[src/rtl/cpu_pkg.sv]
// cpu_pkg: opcodes, FSM states and instruction field helpers shared by the parametrised CPU.
package cpu_pkg;
    localparam int IW_MAX = 64;

    localparam logic [3:0] OP_ADD  = 4'h0;
    localparam logic [3:0] OP_SUB  = 4'h1;
    localparam logic [3:0] OP_AND  = 4'h2;
    localparam logic [3:0] OP_OR   = 4'h3;
    localparam logic [3:0] OP_XOR  = 4'h4;
    localparam logic [3:0] OP_NOT  = 4'h5;
    localparam logic [3:0] OP_MUL  = 4'h6;
    localparam logic [3:0] OP_MOV  = 4'h7;
    localparam logic [3:0] OP_MOVI = 4'h8;
    localparam logic [3:0] OP_CMP  = 4'h9;
    localparam logic [3:0] OP_JMP  = 4'hA;
    localparam logic [3:0] OP_JZ   = 4'hB;
    localparam logic [3:0] OP_JNZ  = 4'hC;
    localparam logic [3:0] OP_JC   = 4'hD;
    localparam logic [3:0] OP_NOP  = 4'hE;
    localparam logic [3:0] OP_HALT = 4'hF;

    typedef enum logic [1:0] {ST_FETCH, ST_EXEC, ST_HALT} state_t;

    // Words are zero-extended to IW_MAX so one helper serves every parameter set.
    function automatic logic [3:0] instr_op(input logic [IW_MAX-1:0] ins, input int ra_w, input int opnd_w);
        return 4'(ins >> (ra_w + opnd_w));
    endfunction

    function automatic logic [31:0] instr_rd(input logic [IW_MAX-1:0] ins, input int ra_w, input int opnd_w);
        return 32'((ins >> opnd_w) & ((IW_MAX'(1) << ra_w) - IW_MAX'(1)));
    endfunction

    function automatic logic [31:0] instr_opnd(input logic [IW_MAX-1:0] ins, input int opnd_w);
        return 32'(ins & ((IW_MAX'(1) << opnd_w) - IW_MAX'(1)));
    endfunction
endpackage

[src/rtl/param_regfile.sv]
// param_regfile: register file with two asynchronous read ports, one synchronous
// write port and synchronous clear.
module param_regfile #(
    parameter int DATA_W = 8,
    parameter int NREGS = 16,
    localparam int RA_W = $clog2(NREGS)
) (
    input  logic              clk,
    input  logic              reset,
    input  logic [RA_W-1:0]   a_addr,
    input  logic [RA_W-1:0]   b_addr,
    input  logic              w_en,
    input  logic [RA_W-1:0]   w_addr,
    input  logic [DATA_W-1:0] w_data,
    output logic [DATA_W-1:0] a_data,
    output logic [DATA_W-1:0] b_data
);
    logic [DATA_W-1:0] regs [NREGS];

    always_ff @(posedge clk)
        if (reset) regs <= '{default: '0};
        else if (w_en) regs[w_addr] <= w_data;

    assign a_data = regs[a_addr];
    assign b_data = regs[b_addr];
endmodule

[src/rtl/param_cpu_core.sv]
// param_cpu_core: multi-cycle FETCH/EXEC CPU with handshaked instruction fetch,
// Zero/Carry flags, conditional branches and HALT.
module param_cpu_core
    import cpu_pkg::*;
#(
    parameter int DATA_W = 8,
    parameter int NREGS = 16,
    parameter int PC_W = 8,
    parameter int OPND_W = 8,
    localparam int RA_W = $clog2(NREGS),
    localparam int INSTR_W = 4 + RA_W + OPND_W
) (
    input  logic               clk,
    input  logic               reset,
    output logic               imem_req,
    output logic [PC_W-1:0]    imem_addr,
    input  logic [INSTR_W-1:0] imem_rdata,
    input  logic               imem_valid,
    output logic [PC_W-1:0]    pc,
    output logic               halted,
    output logic               wb_en,
    output logic [RA_W-1:0]    wb_addr,
    output logic [DATA_W-1:0]  wb_data,
    output logic               flag_z,
    output logic               flag_c
);
    state_t state, state_nx;
    logic [INSTR_W-1:0] ir;
    logic [3:0] op;
    logic [RA_W-1:0] rd, rs;
    logic [OPND_W-1:0] opnd;
    logic [DATA_W-1:0] a, b, res;
    logic cout, arith, logical, writes, taken, z_nx, c_nx;
    logic [PC_W-1:0] pc_nx;

    assign op = instr_op(IW_MAX'(ir), RA_W, OPND_W);
    assign rd = RA_W'(instr_rd(IW_MAX'(ir), RA_W, OPND_W));
    assign opnd = OPND_W'(instr_opnd(IW_MAX'(ir), OPND_W));
    assign rs = RA_W'(opnd);

    param_regfile #(.DATA_W(DATA_W), .NREGS(NREGS)) u_rf (
        .clk(clk), .reset(reset), .a_addr(rd), .b_addr(rs),
        .w_en(wb_en), .w_addr(rd), .w_data(res), .a_data(a), .b_data(b)
    );

    always_comb begin
        cout = 1'b0;
        res = '0;
        case (op)
            OP_ADD:         {cout, res} = {1'b0, a} + {1'b0, b};
            OP_SUB, OP_CMP: begin res = a - b; cout = a < b; end
            OP_AND:         res = a & b;
            OP_OR:          res = a | b;
            OP_XOR:         res = a ^ b;
            OP_NOT:         res = ~a;
            OP_MUL:         res = a * b;
            OP_MOV:         res = b;
            OP_MOVI:        res = DATA_W'(opnd);
            default:        res = '0;
        endcase
    end

    // Branches look at the flags latched by earlier instructions, never at z_nx/c_nx.
    assign arith = op inside {OP_ADD, OP_SUB, OP_CMP};
    assign logical = op inside {OP_AND, OP_OR, OP_XOR, OP_NOT, OP_MUL};
    assign writes = op <= OP_MOVI;
    assign z_nx = (arith || logical) ? res == '0 : flag_z;
    assign c_nx = arith ? cout : flag_c;
    assign taken = op == OP_JMP || (op == OP_JZ && flag_z) || (op == OP_JNZ && !flag_z) || (op == OP_JC && flag_c);
    assign pc_nx = taken ? PC_W'(opnd) : op == OP_HALT ? pc : pc + 1'b1;

    always_ff @(posedge clk)
        if (reset) state <= ST_FETCH;
        else state <= state_nx;

    always_comb
        state_nx = state == ST_FETCH ? (imem_valid ? ST_EXEC : ST_FETCH) :
                   state == ST_EXEC  ? (op == OP_HALT ? ST_HALT : ST_FETCH) : ST_HALT;

    always_comb begin
        imem_req = state == ST_FETCH && !reset;
        halted = state == ST_HALT;
        wb_en = state == ST_EXEC && writes;
        wb_addr = wb_en ? rd : '0;
        wb_data = wb_en ? res : '0;
    end

    always_ff @(posedge clk)
        if (reset) begin
            pc <= '0;
            ir <= {OP_NOP, {(INSTR_W-4){1'b0}}};
            flag_z <= 1'b0;
            flag_c <= 1'b0;
        end else if (state == ST_FETCH && imem_valid) begin
            ir <= imem_rdata;
        end else if (state == ST_EXEC) begin
            pc <= pc_nx;
            flag_z <= z_nx;
            flag_c <= c_nx;
        end

    assign imem_addr = pc;
endmodule

[config.mk]
export PLATFORM = sky130hd
export DESIGN_NAME = param_cpu_core
export DESIGN_NICKNAME = d
export VERILOG_FILES = /design/src/rtl/cpu_pkg.sv /design/src/rtl/param_regfile.sv /design/src/rtl/param_cpu_core.sv
export SDC_FILE = /design/constraint.sdc
export NUM_CORES = 1
export LEC_CHECK = 0
export CORE_MARGIN = 5
export CORE_UTILIZATION = 25
export CTS_CLUSTER_SIZE = 28
export DETAILED_ROUTE_END_ITERATION = 7
export PLACE_DENSITY = 0.49
export SYNTH_ARGS = -nofsm -noshare
export SYNTH_HDL_FRONTEND = slang
export SYNTH_SLANG_ARGS = --single-unit
[constraint.sdc]
create_clock -name clk -period 6.05 [get_ports clk]
set_input_delay 0.9075 -clock clk [delete_from_list [all_inputs] [get_ports clk]]
set_output_delay 0.9075 -clock clk [all_outputs]
set_load 0.005 [all_outputs]
Word-level counts from Yosys, hierarchy flattened

Index checks and enable logic that the tools add are counted.

Output and inout port bits: 33
Logic and storage cells: 95
Register bits after elaboration: 156

Mux-type cells: 19
Add/sub/neg operators: 3
Reduce and logical (&&, ||, !) cells: 22
Eq/ne operators: 17
Bitwise logic cells: 7
Multipliers: 1
Magnitude comparators: 5

Operators with widths:

| operator              | count |
|---|---|
| $bwmux W128           | 1 |
| $pmux W8 S9           | 1 |
| $bmux W8 S4           | 2 |
| $mux W8               | 8 |
| $demux W8 S4          | 1 |
| $eq A4 B4 Y1 const B  | 7 |
| $eq A4 B3 Y1 const B  | 4 |
| $ge A5 B5 Y1 const B  | 2 |
| $not A4 Y5            | 2 |
| $add A8 B8 Y9         | 1 |
| $reduce_and A3 Y1     | 3 |
| $add A8 B1 Y8 const B | 1 |
| $and A8 B8 Y8         | 1 |
| $eq A4 B2 Y1 const B  | 2 |
| $logic_not A8 Y1      | 1 |
| $lt A8 B8 Y1          | 1 |
| $mul A8 B8 Y8         | 1 |
| $not A8 Y8            | 1 |
| $or A8 B8 Y8          | 1 |
| $sub A8 B8 Y8         | 1 |
| $xor A8 B8 Y8         | 1 |
| $logic_and A1 B1 Y1   | 7 |
| $mux W2               | 3 |
| $lt A5 B1 Y1 const B  | 1 |
| 16 further kinds      | 20 |

Longest topological paths before layout

Gate-level depths: netlist of run 1.

Depth after elaboration: 7
Depth in mapped cells: 26
Mapped depth without buffers: 22

By module

From an unflattened synthesis of run 1, not the netlist that was laid out.

Cell total of the unflattened synthesis: 1275
Area total of the unflattened synthesis: 11019.3 sq um

By module, submodules not included:

| module         | area an instance (sq um) | cells an instance | instances |
|---|---|---|---|
| param_regfile  | 7074.3                   | 761               | 1 |
| param_cpu_core | 3945.0                   | 514               | 1 |

Worst setup path before layout of run 1

Ideal clock, no wire load.

Kind: register to output
Start point: register ir[1]
End point: output port wb_data[7]
Arrival: 5.541 ns
Cell stages (with the launch flop): 25
Setup slack: -0.399 ns
Cells stage by stage: dfxtp_1 > buf_2 > buf_2 > buf_2 > mux4_2 > a22oi_1 > nand2_1 > inv_1 > nor2_1 > ha_1 > fa_1 > ha_1 > inv_1 > fa_1 > inv_1 > fa_1 > a21o_1 > a21oi_1 > xnor2_1 > xnor2_1 > xnor3_1 > xnor2_1 > a41oi_4 > buf_6 > nor2_1

Cells in the longest elaborated chain, start to end: 7
Elaborated cells on any way between the ends: 12

Ends and longest elaborated chain:

| item                                          | line                 | RTL |
|---|---|---|
| start: declaration                            | param_cpu_core.sv:28 | `logic [INSTR_W-1:0] ir;` |
| start signal: assignment                      | param_cpu_core.sv:91 | `ir <= {OP_NOP, {(INSTR_W-4){1'b0}}};` |
| start signal: assignment                      | param_cpu_core.sv:95 | `ir <= imem_rdata;` |
| $not A4 Y5 (not written as such) *            | param_regfile.sv:25  | `assign b_data = regs[b_addr];` |
| $bmux W8 S4 *                                 | param_regfile.sv:25  |  |
| $mux W8 (not written as such) * (2 in series) | param_regfile.sv:25  |  |
| $mul A8 B8 Y8 (tied with other cells)         | param_cpu_core.sv:56 | `OP_MUL: res = a * b;` |
| $pmux W8 S9 *                                 | param_cpu_core.sv:49 | `case (op)` |
| $mux W8 *                                     | param_cpu_core.sv:85 | `wb_data = wb_en ? res : '0;` |
| end: declaration                              | param_cpu_core.sv:23 | `output logic [DATA_W-1:0] wb_data,` |

Mark *: on every way between the ends. The rest lies on a longest branch, timed or not. The select of a mux whose other input is x is not followed.

Final worst setup path of run 1

Start point: register ir[0]
End point: output port wb_data[7]

Same word-level chain as after synthesis.

==> results.yml, run 1 <==
status:
  status: "finished with violations"
  violations: "setup timing"
timing:
  fin_crit_sh_pct: 107
  setup_viol: 4
  timing.hold.ws_ns: 0.498
  timing.final.ws_setup_ns: -0.439
  fmax_mhz: 154
  finClkSkew_ns: 0.0108
  post-route-min-period_ns: 6.49
  final.setup.tns_ns: -1.00
  worst_pin_slew_ns: 1.24
  final_hold_viol_count: 0
  relSlewSlack_pct: 17.1
  final_max_slew_viol_count: 0
  rsz0062_at_grt: "yes"
setup_path:
  crit_type: "flip-flop to primary output"
  cp-end-kind: "primary output"
  cp.arrival_ns: 5.58
  crit_path_start_kind: "flip-flop"
  reg2reg_slack_ns: 0.41
  cp.required_ns: 5.14
  path_max_fanout: 6
synth:
  synth_ff_type: "dfxtp_1"
  async_flop_share_pct: 0
  ys_ff_latch: 156
  avgSynthCellArea_um2: 9.22
  synth_top_area_share_pct: 32.1
  ys_seq_area_share_pct: 32.1
  yosysTopAreaCell: "dfxtp_1"
  netlist_instances: 1056
  syn-num-nets: 1130
  syn_area_um2: 9730
  synth_area_leaders: "dfxtp_1 32%, mux4_2 15%, a211oi_1 9.3%"
  ys_types: 58
  ys_warn_count: 0
  synth-edff-count: 0
floorplan:
  core_area_um2: 38600
  ios: 52
  die_x_um: 207
  num_rows: 72
  fp.dieH_um: 207
  initial_core_util_pct: 25.2
  die-area_um2: 43000
layout:
  final-seq-area_um2: 3140
  finalInstanceArea_um2: 13000
  drive_above_1_share_pct: 31.8
  diodes: 0
  final_nets: 1308
  area_growth_pct: 34.0
  multi_input_area_um2: 6300
  layout_common_cells: "195 x nor2_1, 179 x buf_4, 152 x dfxtp_1, 121 x a211oi_1, 72 x nand2_1"
  num-fill-cells: 4038
  utilization_pct: 33.8
  mostFrequentLayoutCell: "nor2_1"
  stdcell_count: 1763
grt:
  gr-total-overflow: 0
  grt_pass1_wl_um: 52400
  grt_pass1_vias: 8715
  grt_util_all_layers_pct: 15.5
  antenna_found_initial: 0
  grt_start_max_net_pins: 91
drt:
  drt_wl_total_um: 34100
  drc_errors: 0
  vias_per_cell: 4.96
  vias: 8748
  drt-wirelength-per-cell_um: 19.3
  dr.pass1.iters: 5
  final_antenna_net_count: 0
  drt-initial-drc-count: 524
clock_network:
  cts_tree: "done"
  clkSinkCount: 156
  cts_buffer_depth: 2
  htreeDepth: 4
  clk_pin_slew_ns: 0.07
  cts_buffers: 17
  clockRootBuffer: "clkbuf_16"
  clk_latency_ns: 0.44
placement:
  gp_congestion: 0.925
  place_ws_ns: -0.555
  postPlaceCellArea_um2: 11900
  numPortBuffers: 51
  dp_hpwl_um: 25400
  placed_cells: 1706
hold_path:
  hp-class: "flip-flop to flip-flop"
power_and_ir_drop:
  power.density_nw_per_um2: 190
  power.leakage_nw: 4.66
  p_total_mw: 2.48
  vdd_drop_max_uv: 175
run:
  drv_cap: 0
[routing by layer]
layer / GRT usage [%] / vias up / routed length [µm]
li1: - / 4195 / -
met1: 20.7 / 4330 / 15500
met2: 26.0 / 181 / 16600
met3: 2.24 / 42 / 1190
met4: 4.70 / 0 / 828
met5: 0 / - / 0
[layout make-up]
type | instances | area share, %
clock inverter | 11 | 0.931
multi-input combinational | 755 | 48.4
tap | 518 | 4.97
sequential | 156 | 24.1
timing repair buffer | 253 | 16.9
clock buffer | 19 | 3.32
inverter | 51 | 1.49
[cells in the mapped netlist (5+ instances only)]
cell	number
mux2i_1	10
nor3_1	8
o22ai_1	8
a21o_1	5
and2_1	10
clkbuf_1	63
xnor2_1	15
a21oi_1	40
dfxtp_1	156
ha_1	41
inv_1	51
nand2b_1	10
a211oi_1	121
nor2_1	200
buf_4	11
nand2_1	78
mux4_2	65
a221oi_1	12
buf_2	11
a22oi_1	26
o21ai_0	17
nor2b_1	11
nand3_1	8
fa_1	14
a211oi_2	9
[worst paths after layout]
| path | startpoint | to | cells after the start |
|---|---|---|---|
| setup / recovery | ir[0] | wb_data[7] | 21 |
| hold / removal | ir[7] | ir[7] | 2 |
| setup reg to reg | ir[0] | u_rf.regs[7] | 21 |
| hold reg to reg | ir[7] | ir[7] | 2 |
[timing repair]
action / in CTS / in global routing
setup endpoints to repair: 5 / 5
gates resized for setup: 74 / 38
gates cloned: 1 / 0
setup buffers: 14 / 14
hold endpoints to repair: 0 / 0
pin swaps: 32 / 26
hold buffers: 0 / 0
[cell families (layout without fill, tap and decap cells)]
logic type                 Yosys count  in the layout  synth area share [%]
xor gates and xnor gates            18             18                  1.76
muxes                               77             77                  16.6
buffers and inverters              145            334                  6.58
AOI/OAI and AO/OA                  269            269                  20.5
DFF                                156            156                  32.1
and+or+nand+nor                    336            336                  14.3
adders and majority gates           55             55                  8.15
[critical path, stage by stage (launching register included)]
cell	delay (ns)
dfxtp_4	0.43
buf_12	0.14
buf_4	0.10
mux4_2	0.57
mux4_2	0.50
inv_1	0.11
nor2_1	0.05
ha_1	0.34
ha_4	0.25
fa_1	0.49
inv_2	0.04
fa_2	0.53
inv_2	0.04
ha_4	0.26
a21oi_2	0.05
xnor2_1	0.18
xnor2_1	0.15
xnor3_1	0.28
xnor2_2	0.18
a41oi_4	0.19
nor2_2	0.13
buf_2	0.12
[sequential cells by signal, indices dropped and copies added (netlist names)]
signal     flops
ir            16
flag_z         1
u_rf.regs    128
state          2
imem_addr      8
flag_c         1
[where the power goes]
group	switching (mW)	internal, mW	total, mW
Combinational	0.199	0.162	0.360
Sequential	0.0281	1.04	1.07
Clock	0.450	0.601	1.05
Total	0.677	1.80	2.48
Power figures use the tool's default switching activity.
==> run 2, diff against run 1 <==
Settings changed: CORE_UTILIZATION 25 to 40, PLACE_DENSITY 0.49 to 0.67, SETUP_SLACK_MARGIN from default to 0.02.
==> results.yml, run 2 (synthesis results as in run 1) <==
clock_network:
  clk_latency_ns: 0.45
  cts_hold_buf: 0
  cts_buffers: 17
  clk_pin_slew_ns: 0.07
  cts_buffer_depth: 2
  clockRootBuffer: "clkbuf_16"
  htreeDepth: 4
  clkSinkCount: 156
  cts_tree: "done"
drt:
  drt-initial-drc-count: 888
  vias: 9065
  dr.pass1.iters: 6
  drt-wirelength-per-cell_um: 20.3
  drc_errors: 0
  drt_wl_total_um: 31800
  vias_per_cell: 5.78
  final_antenna_net_count: 0
layout:
  stdcell_count: 1568
  layout_common_cells: "197 x nor2_1, 181 x buf_4, 152 x dfxtp_1, 121 x a211oi_1, 72 x nand2_1"
  largest_reg_flops: 128
  regMostFlops: "u_rf.regs"
  drive_above_1_share_pct: 31.6
  diodes: 0
  final_nets: 1305
  mostFrequentLayoutCell: "nor2_1"
  utilization_pct: 53.0
  area_growth_pct: 31.3
  finalInstanceArea_um2: 12800
hold_path:
  hp-class: "flip-flop to flip-flop"
grt:
  antenna_found_initial: 0
  grt_start_max_net_pins: 89
  grt_pass1_wl_um: 50000
  grt_pass1_vias: 8716
  gr-total-overflow: 0
  grt_util_all_layers_pct: 22.5
floorplan:
  die-area_um2: 27500
  num_rows: 57
  fp.dieH_um: 166
  initial_core_util_pct: 40.4
  core_area_um2: 24100
  ios: 52
  die_x_um: 166
timing:
  relSlewSlack_pct: 12.7
  final_max_slew_viol_count: 0
  rsz0062_at_grt: "yes"
  worst_pin_slew_ns: 1.30
  finClkSkew_ns: 0.0180
  fin_crit_sh_pct: 107
  post-route-min-period_ns: 6.50
  final_hold_viol_count: 0
  final.setup.tns_ns: -1.20
  timing.final.ws_setup_ns: -0.447
  fmax_mhz: 154
  setup_viol: 4
status:
  status: "finished with violations"
  violations: "setup timing"
power_and_ir_drop:
  power.leakage_nw: 4.69
  vdd_drop_max_uv: 177
  power.density_nw_per_um2: 198
setup_path:
  cp-end-kind: "primary output"
  cp.required_ns: 5.14
  crit_type: "flip-flop to primary output"
  crit_path_start_kind: "flip-flop"
  cp.arrival_ns: 5.59
  path_max_fanout: 5
run:
  drv_cap: 0
placement:
  placed_cells: 1494
  place_ws_ns: -0.503
  dp_hpwl_um: 22200
  postPlaceCellArea_um2: 11500
  gp_congestion: 1.00
  numPortBuffers: 51
## run 2: metal layers
metal / GRT usage [%] / routed length (µm)
met5: 0 / 0
met2: 36.8 / 15300
met4: 8.68 / 1300
met1: 30.2 / 13000
met3: 3.59 / 2140
## run 2: worst paths after layout
path              slack (ns)    endpoint  cells past startpoint  start
setup / recovery       -0.45  wb_data[7]                     25  ir[8]
hold / removal          0.49       ir[7]                      2  ir[7]
setup reg to reg        0.34      flag_z                     26  ir[8]
hold reg to reg         0.49       ir[7]                      2  ir[7]
## run 2: area by class of cell
cell class | instances | area (µm²)
fill | 2177 | 11300
clock buffer | 18 | 429
clock inverter | 14 | 171
timing repair buffer | 250 | 2160
inverter | 51 | 191
sequential | 156 | 3130
tap | 324 | 405
multi-input combinational | 755 | 6290
## run 2: metrics by stage
step	power [mW]	hold slack (ns)
6_report	2.54	0.488
5_1_grt	2.62	0.511
4_1_cts	2.53	0.483
3_5_place_dp	1.41	0.475
3_3_place_gp	1.41	0.470
2_1_floorplan	1.28	0.445
## run 2: where the power goes
group,leakage [nW],switching [mW],internal (mW)
sequential,1.26,0.0250,1.04
combinational,3.13,0.194,0.159
clock,0.298,0.490,0.627
total,4.69,0.709,1.83
## run 2: worst max-delay path: stages (launching register included)
cell	delay, ns
dfxtp_4	0.40
buf_12	0.13
buf_12	0.10
buf_12	0.11
mux4_2	0.50
a22o_1	0.26
nor2_4	0.23
nor2_4	0.07
fa_2	0.35
inv_2	0.06
fa_1	0.41
inv_2	0.08
ha_4	0.19
inv_2	0.05
fa_1	0.42
inv_2	0.08
ha_4	0.19
a21o_1	0.20
a21oi_4	0.16
xnor2_2	0.13
xnor2_1	0.14
xnor3_1	0.27
xnor2_2	0.21
a41oi_4	0.18
nor2_2	0.12
buf_2	0.11
## run 2: what timing repair did
action                     4_1_cts  5_1_grt
setup buffers                   29       15
cloned                           1        0
pin swaps                       38       37
resized for setup               77       22
setup endpoints to repair        5        5
==> run 3, diff against run 2 <==
Clock period 6.05 ns to 5.3 ns, I/O delays scaled along.
==> results.yml, run 3 (synthesis results as in run 1) <==
setup_path:
  crit_path_start_kind: "flip-flop"
  crit_family: "adder cells"
  path_cells: "buf_12 > buf_4 > mux4_2 > mux4_2 > inv_1 > nor2_1 > ha_1 > ha_4 > fa_1 > inv_2 > fa_2 > inv_2 > ha_4 > a21oi_4 > xnor2_2 > xnor2_1 > xnor3_1 > xnor2_2 > a41oi_4 > nor2_4 > buf_2"
  path_max_fanout: 8
  cp.required_ns: 4.51
  slowest_stage: "mux4_2"
  crit_type: "flip-flop to primary output"
  cp-end-kind: "primary output"
  critPathBufInv: 6
  cp.arrival_ns: 5.67
  crit_path_max_incr_delay_ns: 0.54
clock_network:
  clk_pin_slew_ns: 0.08
  cts_buffer_depth: 2
  clockRootBuffer: "clkbuf_16"
  htreeDepth: 4
  clkSinkCount: 156
  cts_buffers: 17
  clk_latency_ns: 0.44
  cts_hold_buf: 0
  cts_tree: "done"
timing:
  timing.final.ws_setup_ns: -1.16
  relSlewSlack_pct: 15.6
  final_max_slew_viol_count: 0
  finClkSkew_ns: 0.0157
  setup_viol: 38
  rsz0062_at_grt: "yes"
  fmax_mhz: 155
  final_hold_viol_count: 0
  fin_crit_sh_pct: 122
  worst_pin_slew_ns: 1.26
  post-route-min-period_ns: 6.46
layout:
  regMostFlops: "u_rf.regs"
  diodes: 0
  area_growth_pct: 31.6
  largest_reg_flops: 128
  final_nets: 1299
  utilization_pct: 53.1
  layout_common_cells: "194 x nor2_1, 167 x buf_4, 152 x dfxtp_1, 115 x a211oi_1, 76 x nand2_1"
  stdcell_count: 1562
  drive_above_1_share_pct: 31.9
  mostFrequentLayoutCell: "nor2_1"
grt:
  grt_pass1_vias: 8862
  grt_pass1_wl_um: 50200
  gr-total-overflow: 0
  antenna_found_initial: 0
  grt_start_max_net_pins: 85
  grt_util_all_layers_pct: 22.8
floorplan:
  initial_core_util_pct: 40.4
  die-area_um2: 27500
  core_area_um2: 24100
  ios: 52
  die_x_um: 166
  fp.dieH_um: 166
  num_rows: 57
drt:
  vias_per_cell: 5.83
  dr_wl_met2_um: 15400
  final_antenna_net_count: 0
  wl_met1_um: 13300
  dr.max_layer_used: "met4"
  drt-initial-drc-count: 843
  dr_wl_met3_um: 2220
  drt_wl_total_um: 32200
  vias: 9114
  drt-wirelength-per-cell_um: 20.6
  drc_errors: 0
  dr.pass1.iters: 7
status:
  status: "finished with violations"
  violations: "setup timing"
run:
  drv_cap: 0
power_and_ir_drop:
  power.density_nw_per_um2: 226
  power.leakage_nw: 4.71
  vdd_drop_max_uv: 206
placement:
  dp_hpwl_um: 23000
  place_ws_ns: -1.14
  gp_congestion: 1.01
  numPortBuffers: 51
  placed_cells: 1506
hold_path:
  hp-class: "flip-flop to flip-flop"
[run 3: cell types whose count changed in the layout (fill, tap and decap cells not counted), sizes merged, moves of 2 or more]
cell    delta
buf        -4
clkinv     +3
bufinv     -2
clkbuf     -2
[run 3: path summary, 6_finish.rpt]
kind | from | slack (ns) | end | cells past startpoint
min reg2reg | ir[7] | 0.50 | ir[7] | 2
max reg2reg | ir[0] | -1.10 | flag_z | 29
max | ir[0] | -1.16 | wb_data[7] | 21
min | ir[7] | 0.50 | ir[7] | 2
[run 3: power by group]
group	leakage, nW	switching (mW)	internal (mW)
logic	3.15	0.225	0.193
clock network	0.295	0.614	0.645
registers	1.26	0.0327	1.19
[run 3: worst register-to-register path, delay by kind of cell (launching register included)]
family | cells | cell delay (ns)
AO/OA/AOI/OAI | 3 | 0.59
XOR/XNOR | 4 | 0.79
adder cells (fa/ha/maj) | 5 | 1.82
buffers and inverters | 14 | 1.56
flip-flops | 1 | 0.43
multiplexers | 2 | 1.03
AND/OR/NAND/NOR | 1 | 0.06
[run 3: through the flow]
| stage | hold slack [ns] | power, mW | cell area [µm²] | TNS [ns] |
|---|---|---|---|---|
| 2_1_floorplan | 0.445 | 1.47 | 9930 | -1.13 |
| 3_3_place_gp | 0.483 | 1.61 | 11600 | -14.51 |
| 3_5_place_dp | 0.490 | 1.61 | 11600 | -16.18 |
| 4_1_cts | 0.503 | 2.88 | 12500 | -10.22 |
| 5_1_grt | 0.510 | 2.99 | 12800 | -30.60 |
| 6_report | 0.500 | 2.90 | 12800 | -21.68 |
[run 3: timing repair]
action                     CTS  global route
setup buffers               12            11
resized for setup           63            52
cloned                       2             0
pin swaps                   28            17
hold endpoints to repair     0             0
setup endpoints to repair   69            72
[run 3: layout make-up]
class	instances	area, µm²
Clock buffer	17	425
Clock inverter	15	188
Fill cell	2211	11300
Inverter	51	199
Multi-Input combinational cell	755	6310
Sequential cell	156	3140
Tap cell	324	405
Timing Repair Buffer	244	2140
[run 3: per-layer routing]
layer	vias up	global-route usage [%]
li1	4185	-
met1	4454	29.7
met2	398	37.0
met3	77	4.24
met4	0	9.97
met5	-	0
